$ cat config.mk
export PLATFORM = sky130hd
export DESIGN_NAME = pattern_pkt_gen
export DESIGN_NICKNAME = d
export VERILOG_FILES = /design/src/rtl/pattern_pkt_gen.sv
export SDC_FILE = /design/constraint.sdc
export NUM_CORES = 1
export LEC_CHECK = 0
export BUFFER_PORTS_ARGS = -buffer_cell sky130_fd_sc_hd__buf_2
export CAP_MARGIN = 20
export CORE_ASPECT_RATIO = 0.5
export CORE_MARGIN = 5
export CORE_UTILIZATION = 45
export CTS_BUF_LIST = sky130_fd_sc_hd__clkbuf_8
export DETAILED_ROUTE_END_ITERATION = 10
export HOLD_SLACK_MARGIN = 0.05
export PLACE_DENSITY = 0.64
export SYNTH_ARGS = -nofsm -noshare
export SYNTH_HDL_FRONTEND = slang
export SYNTH_SLANG_ARGS = --single-unit
$ cat constraint.sdc
create_clock -name clk -period 14.3 [get_ports clk]
set_input_delay 2.145 -clock clk [delete_from_list [all_inputs] [get_ports clk]]
set_output_delay 2.145 -clock clk [all_outputs]
set_load 0.01 [all_outputs]
$ cat src/rtl/pattern_pkt_gen.sv
// Pattern packet generator: emits framed test packets with a marker pattern
// at a chosen payload position. It is configured and observed through a
// small register block on the register ring.
//
// state   | meaning
// --------+--------------------------------------------------------------
// IDLE    | waiting for a rising edge of run
// MOD_HDR | module header word (ctrl 0xFF, port and length fields)
// HDR     | three header words carrying seq and index 1..3
// PAYLOAD | N payload words; the pattern replaces word P; the last has ctrl 0x01
// GAP     | G idle cycles between packets

`ifndef UDP_REG_ADDR_WIDTH
`define UDP_REG_ADDR_WIDTH 23
`endif
`ifndef CPCI_NF2_DATA_WIDTH
`define CPCI_NF2_DATA_WIDTH 32
`endif
`ifndef PKT_GEN_REG_ADDR_WIDTH
`define PKT_GEN_REG_ADDR_WIDTH 4
`endif
`ifndef PKT_GEN_BLOCK_ADDR
`define PKT_GEN_BLOCK_ADDR 19'h00010
`endif

// Register-ring slave: counters first, then software regs, then hardware regs.
module generic_regs #(
  parameter int UDP_REG_SRC_WIDTH = 2,
  parameter int TAG               = 0,
  parameter int REG_ADDR_WIDTH    = 4,
  parameter int NUM_COUNTERS      = 0,
  parameter int NUM_SOFTWARE_REGS = 1,
  parameter int NUM_HARDWARE_REGS = 1
) (
  input  logic                                              reg_req_in,
  input  logic                                              reg_ack_in,
  input  logic                                              reg_rd_wr_L_in,
  input  logic [`UDP_REG_ADDR_WIDTH-1:0]                    reg_addr_in,
  input  logic [`CPCI_NF2_DATA_WIDTH-1:0]                   reg_data_in,
  input  logic [UDP_REG_SRC_WIDTH-1:0]                      reg_src_in,
  output logic                                              reg_req_out,
  output logic                                              reg_ack_out,
  output logic                                              reg_rd_wr_L_out,
  output logic [`UDP_REG_ADDR_WIDTH-1:0]                    reg_addr_out,
  output logic [`CPCI_NF2_DATA_WIDTH-1:0]                   reg_data_out,
  output logic [UDP_REG_SRC_WIDTH-1:0]                      reg_src_out,
  output logic [NUM_SOFTWARE_REGS*`CPCI_NF2_DATA_WIDTH-1:0] software_regs,
  input  logic [NUM_HARDWARE_REGS*`CPCI_NF2_DATA_WIDTH-1:0] hardware_regs,
  input  logic                                              clk,
  input  logic                                              reset
);
  localparam int DW      = `CPCI_NF2_DATA_WIDTH;
  localparam int TAG_W   = `UDP_REG_ADDR_WIDTH - REG_ADDR_WIDTH;
  localparam int SW_BASE = NUM_COUNTERS;
  localparam int HW_BASE = NUM_COUNTERS + NUM_SOFTWARE_REGS;

  logic [DW-1:0]             sw_q [NUM_SOFTWARE_REGS];
  logic [DW-1:0]             rd_val;
  logic [REG_ADDR_WIDTH-1:0] idx;
  logic                      hit;

  assign idx = reg_addr_in[REG_ADDR_WIDTH-1:0];
  assign hit = reg_req_in && !reg_ack_in &&
               (reg_addr_in[`UDP_REG_ADDR_WIDTH-1:REG_ADDR_WIDTH] == TAG_W'(TAG));

  // Flatten the software register array onto the output bus
  always_comb begin
    software_regs = '0;
    for (int i = 0; i < NUM_SOFTWARE_REGS; i++) software_regs[i*DW +: DW] = sw_q[i];
  end

  // Read mux; unmapped offsets inside the block read as a marker value
  always_comb begin
    rd_val = DW'(32'hDEAD_BEEF);
    for (int i = 0; i < NUM_SOFTWARE_REGS; i++)
      if (int'(idx) == SW_BASE + i) rd_val = sw_q[i];
    for (int i = 0; i < NUM_HARDWARE_REGS; i++)
      if (int'(idx) == HW_BASE + i) rd_val = hardware_regs[i*DW +: DW];
  end

  // Pass requests down the ring, claiming and serving those aimed at this block
  always_ff @(posedge clk or posedge reset) begin
    if (reset) begin
      reg_req_out     <= 1'b0;
      reg_ack_out     <= 1'b0;
      reg_rd_wr_L_out <= 1'b1;
      reg_addr_out    <= '0;
      reg_data_out    <= '0;
      reg_src_out     <= '0;
      for (int i = 0; i < NUM_SOFTWARE_REGS; i++) sw_q[i] <= '0;
    end else begin
      reg_req_out     <= reg_req_in;
      reg_ack_out     <= reg_ack_in | hit;
      reg_rd_wr_L_out <= reg_rd_wr_L_in;
      reg_addr_out    <= reg_addr_in;
      reg_src_out     <= reg_src_in;
      reg_data_out    <= (hit && reg_rd_wr_L_in) ? rd_val : reg_data_in;
      for (int i = 0; i < NUM_SOFTWARE_REGS; i++)
        if (hit && !reg_rd_wr_L_in && int'(idx) == SW_BASE + i) sw_q[i] <= reg_data_in;
    end
  end
endmodule

module pattern_pkt_gen #(
  parameter int DATA_WIDTH        = 64,
  parameter int CTRL_WIDTH        = DATA_WIDTH/8,
  parameter int UDP_REG_SRC_WIDTH = 2
) (
  output logic [DATA_WIDTH-1:0]            out_data,
  output logic [CTRL_WIDTH-1:0]            out_ctrl,
  output logic                             out_wr,
  input  logic                             out_rdy,
  input  logic                             reg_req_in,
  input  logic                             reg_ack_in,
  input  logic                             reg_rd_wr_L_in,
  input  logic [`UDP_REG_ADDR_WIDTH-1:0]   reg_addr_in,
  input  logic [`CPCI_NF2_DATA_WIDTH-1:0]  reg_data_in,
  input  logic [UDP_REG_SRC_WIDTH-1:0]     reg_src_in,
  output logic                             reg_req_out,
  output logic                             reg_ack_out,
  output logic                             reg_rd_wr_L_out,
  output logic [`UDP_REG_ADDR_WIDTH-1:0]   reg_addr_out,
  output logic [`CPCI_NF2_DATA_WIDTH-1:0]  reg_data_out,
  output logic [UDP_REG_SRC_WIDTH-1:0]     reg_src_out,
  input  logic                             clk,
  input  logic                             reset
);
  typedef enum logic [2:0] {IDLE, MOD_HDR, HDR, PAYLOAD, GAP} state_t;

  state_t       state, state_n;
  logic [127:0] software_regs;
  logic [31:0]  pattern_high, pattern_low, gen_cfg, gen_cmd, status, pkts_sent, seq;
  logic [15:0]  remaining, gap_cnt, g_lat, word_len;
  logic [7:0]   n_lat, p_lat, word_idx, ctrl8;
  logic [55:0]  pat_lat;
  logic [63:0]  word64;
  logic [1:0]   hdr_idx;
  logic         unlimited, run_d, run, run_rise, start_cmd, load_cfg, last_word;
  logic         unused_bits;

  assign pattern_high = software_regs[31:0];
  assign pattern_low  = software_regs[63:32];
  assign gen_cfg      = software_regs[95:64];
  assign gen_cmd      = software_regs[127:96];
  assign unused_bits  = ^{pattern_high[31:24], gen_cmd[15:2]};

  assign run       = gen_cmd[0];
  assign run_rise  = run & ~run_d;
  assign start_cmd = (state == IDLE) && run_rise;
  assign status    = {remaining, 15'h0, state != IDLE};
  assign out_wr    = ((state == MOD_HDR) || (state == HDR) || (state == PAYLOAD)) && out_rdy;
  assign last_word = (state == PAYLOAD) && (word_idx == n_lat - 8'd1);
  assign word_len  = 16'd3 + {8'h0, n_lat};

  generic_regs #(
    .UDP_REG_SRC_WIDTH (UDP_REG_SRC_WIDTH),
    .TAG               (`PKT_GEN_BLOCK_ADDR),
    .REG_ADDR_WIDTH    (`PKT_GEN_REG_ADDR_WIDTH),
    .NUM_COUNTERS      (0),
    .NUM_SOFTWARE_REGS (4),
    .NUM_HARDWARE_REGS (2)
  ) u_regs (
    .reg_req_in      (reg_req_in),
    .reg_ack_in      (reg_ack_in),
    .reg_rd_wr_L_in  (reg_rd_wr_L_in),
    .reg_addr_in     (reg_addr_in),
    .reg_data_in     (reg_data_in),
    .reg_src_in      (reg_src_in),
    .reg_req_out     (reg_req_out),
    .reg_ack_out     (reg_ack_out),
    .reg_rd_wr_L_out (reg_rd_wr_L_out),
    .reg_addr_out    (reg_addr_out),
    .reg_data_out    (reg_data_out),
    .reg_src_out     (reg_src_out),
    .software_regs   (software_regs),
    .hardware_regs   ({status, pkts_sent}),
    .clk             (clk),
    .reset           (reset)
  );

  // Next state; config is re-latched at every packet start, run is only
  // sampled at packet boundaries so a packet is never cut short
  always_comb begin
    state_n  = state;
    load_cfg = 1'b0;
    case (state)
      IDLE:    if (run_rise) begin state_n = MOD_HDR; load_cfg = 1'b1; end
      MOD_HDR: if (out_wr) state_n = HDR;
      HDR:     if (out_wr && hdr_idx == 2'd3) state_n = PAYLOAD;
      PAYLOAD: if (out_wr && last_word) begin
                 if (g_lat != 16'd0) state_n = GAP;
                 else if (run && (unlimited || remaining > 16'd1)) begin
                   state_n = MOD_HDR; load_cfg = 1'b1;
                 end else state_n = IDLE;
               end
      GAP:     if (gap_cnt == 16'd1) begin
                 if (run && (unlimited || remaining != 16'd0)) begin
                   state_n = MOD_HDR; load_cfg = 1'b1;
                 end else state_n = IDLE;
               end
      default: state_n = IDLE;
    endcase
  end

  // Word formatting; outputs depend only on state, so they hold during stalls
  always_comb begin
    word64 = '0;
    ctrl8  = 8'h00;
    case (state)
      MOD_HDR: begin
        ctrl8  = 8'hFF;
        word64 = {16'h0001, word_len, 16'h0000, word_len[12:0], 3'b000};
      end
      HDR:     word64 = {seq, 30'h0, hdr_idx};
      PAYLOAD: begin
        ctrl8  = last_word ? 8'h01 : 8'h00;
        word64 = (word_idx == p_lat) ? {pat_lat, 8'h00} : {seq, 24'h0, word_idx};
      end
      default: ;
    endcase
    out_data = DATA_WIDTH'(word64);
    out_ctrl = CTRL_WIDTH'(ctrl8);
  end

  // State, counters and latched packet configuration
  always_ff @(posedge clk or posedge reset) begin
    if (reset) begin
      state     <= IDLE;
      run_d     <= 1'b0;
      seq       <= '0;
      pkts_sent <= '0;
      remaining <= '0;
      unlimited <= 1'b0;
      gap_cnt   <= '0;
      hdr_idx   <= 2'd1;
      word_idx  <= '0;
      n_lat     <= 8'd1;
      p_lat     <= '0;
      g_lat     <= '0;
      pat_lat   <= '0;
    end else begin
      state <= state_n;
      run_d <= run;
      if (start_cmd) begin
        remaining <= gen_cmd[31:16];
        unlimited <= (gen_cmd[31:16] == 16'd0);
      end
      if (out_wr && state == HDR) hdr_idx <= hdr_idx + 2'd1;
      if (out_wr && state == PAYLOAD) word_idx <= word_idx + 8'd1;
      if (state == GAP) gap_cnt <= gap_cnt - 16'd1;
      if (out_wr && last_word) begin
        seq     <= seq + 32'd1;
        gap_cnt <= g_lat;
        if (!unlimited) remaining <= remaining - 16'd1;
      end
      if (gen_cmd[1]) pkts_sent <= '0;
      else if (out_wr && last_word) pkts_sent <= pkts_sent + 32'd1;
      if (load_cfg) begin
        n_lat    <= (gen_cfg[7:0] == 8'd0) ? 8'd1 : gen_cfg[7:0];
        p_lat    <= gen_cfg[15:8];
        g_lat    <= gen_cfg[31:16];
        pat_lat  <= {pattern_high[23:0], pattern_low};
        hdr_idx  <= 2'd1;
        word_idx <= '0;
      end
    end
  end
endmodule

==> results.sh, run 1 <==
export IMPL_clock_power_share_pct=41.0
export IMPL_synthCells=1606
export IMPL_p_comb_share_pct=4.4
export IMPL_h_tree_depth=2
export IMPL_ant_nets=0
export IMPL_cts_sinks=387
export IMPL_grt_pass1_vias=13200
export IMPL_yosysTopAreaCellShare_pct=53.4
export IMPL_switching_share_pct=24.5
export IMPL_die_x_um=293
export IMPL_clk_transition_reported_paths_ns=0.06
export IMPL_grt_util_all_layers_pct=23.9
export IMPL_dpl_cell_area_sq_mm=0.0194
export IMPL_synth_edf_count=0
export IMPL_rrSetupSlack_ns=9.37
export IMPL_outcome="complete, no violations"
export IMPL_critPathMaxFanout=45
export IMPL_finalClockSkew_ns=0.0455
export IMPL_synth_nets=1679
export IMPL_p_leak_nw=9.79
export IMPL_numCtsBuffers=56
export IMPL_start_util_pct=45.9
export IMPL_critical_path_class="reg2out"
export IMPL_mostFrequentLayoutCells="dfrtp_1, mux2_2, buf_2"
export IMPL_clock_path_buffers=3
export IMPL_ir_drop_v=0.0000632
export IMPL_synth_cell_types=71
export IMPL_std_cell_rows=51
export IMPL_synth_ff_latch_count=387
export IMPL_ys_top_cells_by_area="dfrtp_1, mux2_2, nand2_1"
export IMPL_syn_area_sq_mm=0.0180
export IMPL_grt_max_degree=142
export IMPL_final_area_sq_mm=0.0205
export IMPL_firstDrtPassIters=5
export IMPL_yosysSeqAreaShare_pct=53.8
export IMPL_drive_above_1_share_pct=29.4
export IMPL_grt_setup_unrepaired="no"
export IMPL_holdWs_ns=0.477
export IMPL_vias_per_cell=5.80
export IMPL_async_flop_share_pct=100
export IMPL_cts_root_buffer="clkbuf_8"
export IMPL_drc_errors=0
export IMPL_p_per_area_mw_per_mm2=100
export IMPL_cts_tree="done"
export IMPL_syn_area_per_cell_sq_um=11.2
export IMPL_cp_end_kind="output port"
export IMPL_intPower_w=0.00155
export IMPL_synth_largest_area_cell="dfrtp_1"
export IMPL_post_route_period_util_pct=40.6
export IMPL_antenna_found_initial=2
export IMPL_fin_nets=1856
export IMPL_slew_headroom_pct=27.4
export IMPL_cts_repair_resized=0
export IMPL_final_common_cell="dfrtp_1"
export IMPL_portBuffers=195
export IMPL_cts_setup_buffers=0
export IMPL_io_pins=196
export IMPL_insertion_delay_ns=0.64
export IMPL_coreArea_sq_mm=0.0392
export IMPL_ys_warnings_count=0
export IMPL_cts_hold_buf=0
export IMPL_hold_viol_final=0
export IMPL_vias=13600
export IMPL_worstMarginPinSlew_ns=1.09
export IMPL_design_power_total_w=0.00206
export IMPL_fin_tns_setup_ns=0
export IMPL_routabilityCongestion=0.878
export IMPL_synth_ff_type="dfrtp_1"
export IMPL_die_height_um=151
export IMPL_drv_slew=0
export IMPL_fmax_mhz=172
export IMPL_area_delta_synth_final_pct=13.7
export IMPL_drt_total_wl_um=54000
export IMPL_pwr_share_seq_pct=54.6
export IMPL_finalWorstPathRequiredPeriod_ns=5.81
export IMPL_p_switching_w=0.000504
export IMPL_start_kind="register"
export IMPL_worstPathRequired_ns=12.15
export IMPL_wl_per_cell_um=23.0
export IMPL_dieArea_sq_mm=0.0443
export IMPL_first_iter_violations=1327
export IMPL_grt_pass1_wl_um=81800
export IMPL_overflow=0
export IMPL_max_cap_viol_count=0
export IMPL_setup_viol=0
export IMPL_dpl_hpwl_um=37100
export IMPL_hold_path_class="reg2reg"
export IMPL_arrival_ns=3.66
-- critical path: stages, from the launching register on --
cell	delay, ns
dfrtp_1	0.49
xor2_1	0.21
nor4_1	0.70
nand2_1	0.22
nor2_4	0.45
buf_4	0.51
a221o_1	0.29
buf_2	0.15
-- Yosys cell counts, types with 11 or more instances --
| cell type | number |
|---|---|
| dfrtp_1 | 384 |
| mux2_2 | 195 |
| nand2_1 | 168 |
| nor2_1 | 109 |
| clkbuf_1 | 68 |
| xnor2_1 | 62 |
| o21ai_0 | 52 |
| a21oi_1 | 42 |
| o22ai_1 | 39 |
| nor3_1 | 36 |
| nor4_1 | 36 |
| nand3_1 | 32 |
| xor2_1 | 32 |
| and2_1 | 25 |
| nand4_1 | 25 |
| a22o_1 | 24 |
| inv_1 | 24 |
| and3_1 | 17 |
| a21o_1 | 13 |
| a22oi_1 | 13 |
| buf_2 | 13 |
| a221o_1 | 12 |
| o21a_1 | 11 |
| o41ai_1 | 11 |
-- through the flow --
| step | utilization [%] | instances | worst slack [ns] |
|---|---|---|---|
| final | 52.2 | 2350 | 8.49 |
| after global routing | 52.2 | 2348 | 8.35 |
| after CTS | 52.2 | 2348 | 8.54 |
| after detailed placement | 49.6 | 2255 | 8.59 |
| after global placement | 49.6 | 2255 | 8.66 |
| after floorplan | - | 1606 | 1.40 |
-- power by group through the flow --
stage | Clock, W | Combinational (W) | Sequential, W
after floorplan | 0 | 0.0000425 | 0.00114
after global placement | 0 | 0.0000899 | 0.00114
after detailed placement | 0 | 0.0000908 | 0.00114
after CTS | 0.000859 | 0.0000912 | 0.00112
after global routing | 0.000913 | 0.000100 | 0.00112
final | 0.000843 | 0.0000896 | 0.00112
-- flip-flops by register name, summed over array words and instances (netlist names), 2 cells and up --
signal,flops
u_regs.reg_addr_out,23
hdr_idx,2
state,3
u_regs.reg_data_out,32
n_lat,8
gap_cnt,16
u_regs.reg_src_out,2
pat_lat,56
g_lat,16
u_regs.software_regs,128
p_lat,8
remaining,16
seq,32
word_idx,8
pkts_sent,32
-- final cells by class --
class                      count  area (sq um)
multi-input combinational   1095          7840
tap                          530           663
clock inverter                27           114
inverter                      24          97.6
antenna                        2          5.00
timing repair buffer         219          1160
clock buffer                  66           908
fill                        3506         18700
sequential                   387          9690
-- logic make-up (layout without fill, tap and decap cells) --
kind of cell	count (synthesis)	in the layout	share of synthesized area, %
flip-flops	387	387	53.8
multiplexers	208	208	13.3
AND/OR/NAND/NOR	514	514	14.1
other	0	2	0
buffers and inverters	124	336	3.01
XOR/XNOR	94	94	4.57
adder cells (fa/ha/maj)	10	10	0.695
AO/OA/AOI/OAI	269	269	10.4
-- layer usage --
metal	wire length (um)	vias to the layer above	GRT usage [%]	part of all wire (%)
met2	23100	497	34.8	43
li1	-	6127	-	-
met5	34	-	0	0.063
met3	5070	80	7.31	9.4
met4	886	4	5.06	1.6
met1	24800	6933	35.5	46
-- final timing paths --
kind                        startpoint                        to  depth (start not counted)
min reg2reg                    seq[31]                   seq[31]                          1
min                            seq[31]                   seq[31]                          1
max reg2reg                   n_lat[0]               pat_lat[15]                         11
max                        word_idx[0]              out_data[37]                          7
min in group asynchronous        reset   u_regs.reg_addr_out[16]                          2
max in group asynchronous        reset  u_regs.software_regs[52]                          4
No activity file was read; power rests on OpenSTA's default activity.
==> run 2, diff against run 1 <==
--- a/config.mk
+++ b/config.mk
@@ -13,7 +13,7 @@
 export CTS_BUF_LIST = sky130_fd_sc_hd__clkbuf_8
 export DETAILED_ROUTE_END_ITERATION = 10
 export HOLD_SLACK_MARGIN = 0.05
-export PLACE_DENSITY = 0.64
+export PLACE_DENSITY = 0.66
 export SYNTH_ARGS = -nofsm -noshare
 export SYNTH_HDL_FRONTEND = slang
 export SYNTH_SLANG_ARGS = --single-unit
==> constraint.sdc (replaced) <==
create_clock -name clk -period 5.05 [get_ports clk]
set_input_delay 0.7575 -clock clk [delete_from_list [all_inputs] [get_ports clk]]
set_output_delay 0.7575 -clock clk [all_outputs]
set_load 0.01 [all_outputs]
==> run 2 against run 1 <==
Net effect: core utilization grew 0.48 points; die area unchanged; global-route usage is 0.55 points lower; largest cell class unchanged; highest routed layer is now met4.
==> results.sh, run 2 (synthesis results as in run 1) <==
export IMPL_p_comb_share_pct=4.2
export IMPL_grt_pass1_vias=12900
export IMPL_grt_util_all_layers_pct=23.4
export IMPL_worstPathRequired_ns=4.29
export IMPL_routabilityCongestion=0.929
export IMPL_switching_share_pct=24.1
export IMPL_drv_slew=0
export IMPL_final_area_sq_mm=0.0207
export IMPL_io_pins=196
export IMPL_cts_root_buffer="clkbuf_8"
export IMPL_vias_per_cell=5.75
export IMPL_setup_slack_ns=0.890
export IMPL_ant_nets=0
export IMPL_fin_tns_setup_ns=0
export IMPL_post_route_period_util_pct=82.4
export IMPL_critPathMaxFanout=46
export IMPL_cts_repair_resized=0
export IMPL_clock_path_buffers=3
export IMPL_cp_end_kind="output port"
export IMPL_vias=13600
export IMPL_dpl_hpwl_um=36900
export IMPL_cts_tree="done"
export IMPL_firstDrtPassIters=6
export IMPL_p_per_area_mw_per_mm2=293
export IMPL_die_x_um=293
export IMPL_start_kind="register"
export IMPL_wl_per_cell_um=22.3
export IMPL_die_height_um=151
export IMPL_min_from="reg_src_in[0]"
export IMPL_coreArea_sq_mm=0.0392
export IMPL_fin_nets=1857
export IMPL_p_leak_nw=9.85
export IMPL_r2r_start="n_lat[1]"
export IMPL_critical_path_class="reg2out"
export IMPL_arrival_ns=3.40
export IMPL_worstMarginPinSlew_ns=1.07
export IMPL_overflow=0
export IMPL_antenna_found_initial=2
export IMPL_pwr_share_seq_pct=52.6
export IMPL_final_common_cell="dfrtp_1"
export IMPL_area_delta_synth_final_pct=14.8
export IMPL_cp_startpoint="word_idx[1]"
export IMPL_finalClockSkew_ns=0.0296
export IMPL_drt_total_wl_um=52600
export IMPL_outcome="complete, no violations"
export IMPL_ir_drop_v=0.000198
export IMPL_holdWs_ns=0.231
export IMPL_cts_setup_buffers=0
export IMPL_finalWorstPathRequiredPeriod_ns=4.16
export IMPL_cts_hold_buf=0
export IMPL_pre_cts_ws_ns=1.43
export IMPL_fmax_mhz=240
export IMPL_intPower_w=0.00459
export IMPL_drc_errors=0
export IMPL_setup_viol=0
export IMPL_numCtsBuffers=56
export IMPL_hold_viol_final=0
export IMPL_clk_transition_reported_paths_ns=0.06
export IMPL_cts_sinks=387
export IMPL_p_switching_w=0.00145
export IMPL_h_tree_depth=2
export IMPL_grt_setup_unrepaired="no"
export IMPL_first_iter_violations=1312
export IMPL_largest_reg_flops=128
export IMPL_hold_path_class="in2reg"
export IMPL_portBuffers=195
export IMPL_mostFrequentLayoutCells="dfrtp_1, mux2_2, buf_2"
export IMPL_grt_max_degree=139
export IMPL_clock_power_share_pct=43.2
export IMPL_dieArea_sq_mm=0.0443
export IMPL_drive_above_1_share_pct=30.0
export IMPL_insertion_delay_ns=0.63
export IMPL_start_util_pct=45.9
export IMPL_slew_headroom_pct=28.4
export IMPL_dpl_cell_area_sq_mm=0.0195
export IMPL_grt_pass1_wl_um=79900
export IMPL_std_cell_rows=51
export IMPL_max_cap_viol_count=0
-- run 2: changes by cell type in the layout (fill, tap and decap cells not counted) --
cell and change:
clkinv_2 +7, inv_1 -6, clkbuf_8 +5, buf_12 +4
buf_4 -3, bufinv_16 +2, clkinvlp_4 +1, diode_2 -1
inv_8 -1, o21bai_1 +1, o21bai_2 -1
-- run 2: layout make-up --
type / instances / area [sq um]
Antenna cell: 1 / 2.50
Clock buffer: 71 / 977
Clock inverter: 30 / 186
Fill cell: 3525 / 18500
Inverter: 24 / 93.8
Multi-Input combinational cell: 1095 / 7830
Sequential cell: 387 / 9690
Tap cell: 530 / 663
Timing Repair Buffer: 220 / 1210
-- run 2: path summary, 6_finish.rpt --
path,endpoint,slack [ns],depth (start not counted)
max,out_data[37],0.89,7
min,u_regs.reg_src_out[0],0.23,1
max reg2reg,pat_lat[54],1.37,10
min reg2reg,seq[31],0.47,1
max in group asynchronous,remaining[8],3.46,3
min in group asynchronous,u_regs.reg_addr_out[7],0.30,2
-- run 2: critical path, stage by stage (launching register included) --
cell     delay, ns
dfrtp_1       0.51
xor2_1        0.21
nor4_1        0.74
nand2_1       0.22
nor2_4        0.42
buf_12        0.27
a221o_1       0.24
buf_2         0.15
-- run 2: power groups by stage --
stage | Sequential [W] | Combinational, W | Clock [W]
finish | 0.00318 | 0.000256 | 0.00261
global route | 0.00318 | 0.000284 | 0.00279
CTS | 0.00318 | 0.000261 | 0.00266
detailed placement | 0.00323 | 0.000260 | 0
global placement | 0.00323 | 0.000258 | 0
floorplan | 0.00324 | 0.000121 | 0
-- run 2: per-stage QoR --
step	power [W]	util, %	cells
global placement	0.00349	49.8	2256
floorplan	0.00336	-	1606
detailed placement	0.00349	49.8	2256
finish	0.00604	52.7	2358
CTS	0.00610	52.7	2357
global route	0.00625	52.7	2358
-- run 2: per-layer routing --
| layer | vias to the layer above | track usage (%) | wire length [um] | share of wire (%) |
|---|---|---|---|---|
| li1 | 6159 | - | - | - |
| met1 | 6813 | 33.9 | 23700 | 45 |
| met2 | 521 | 34.8 | 22700 | 43 |
| met3 | 71 | 7.27 | 5360 | 10 |
| met4 | 0 | 5.25 | 894 | 1.7 |
| met5 | - | 0 | 0 | 0 |
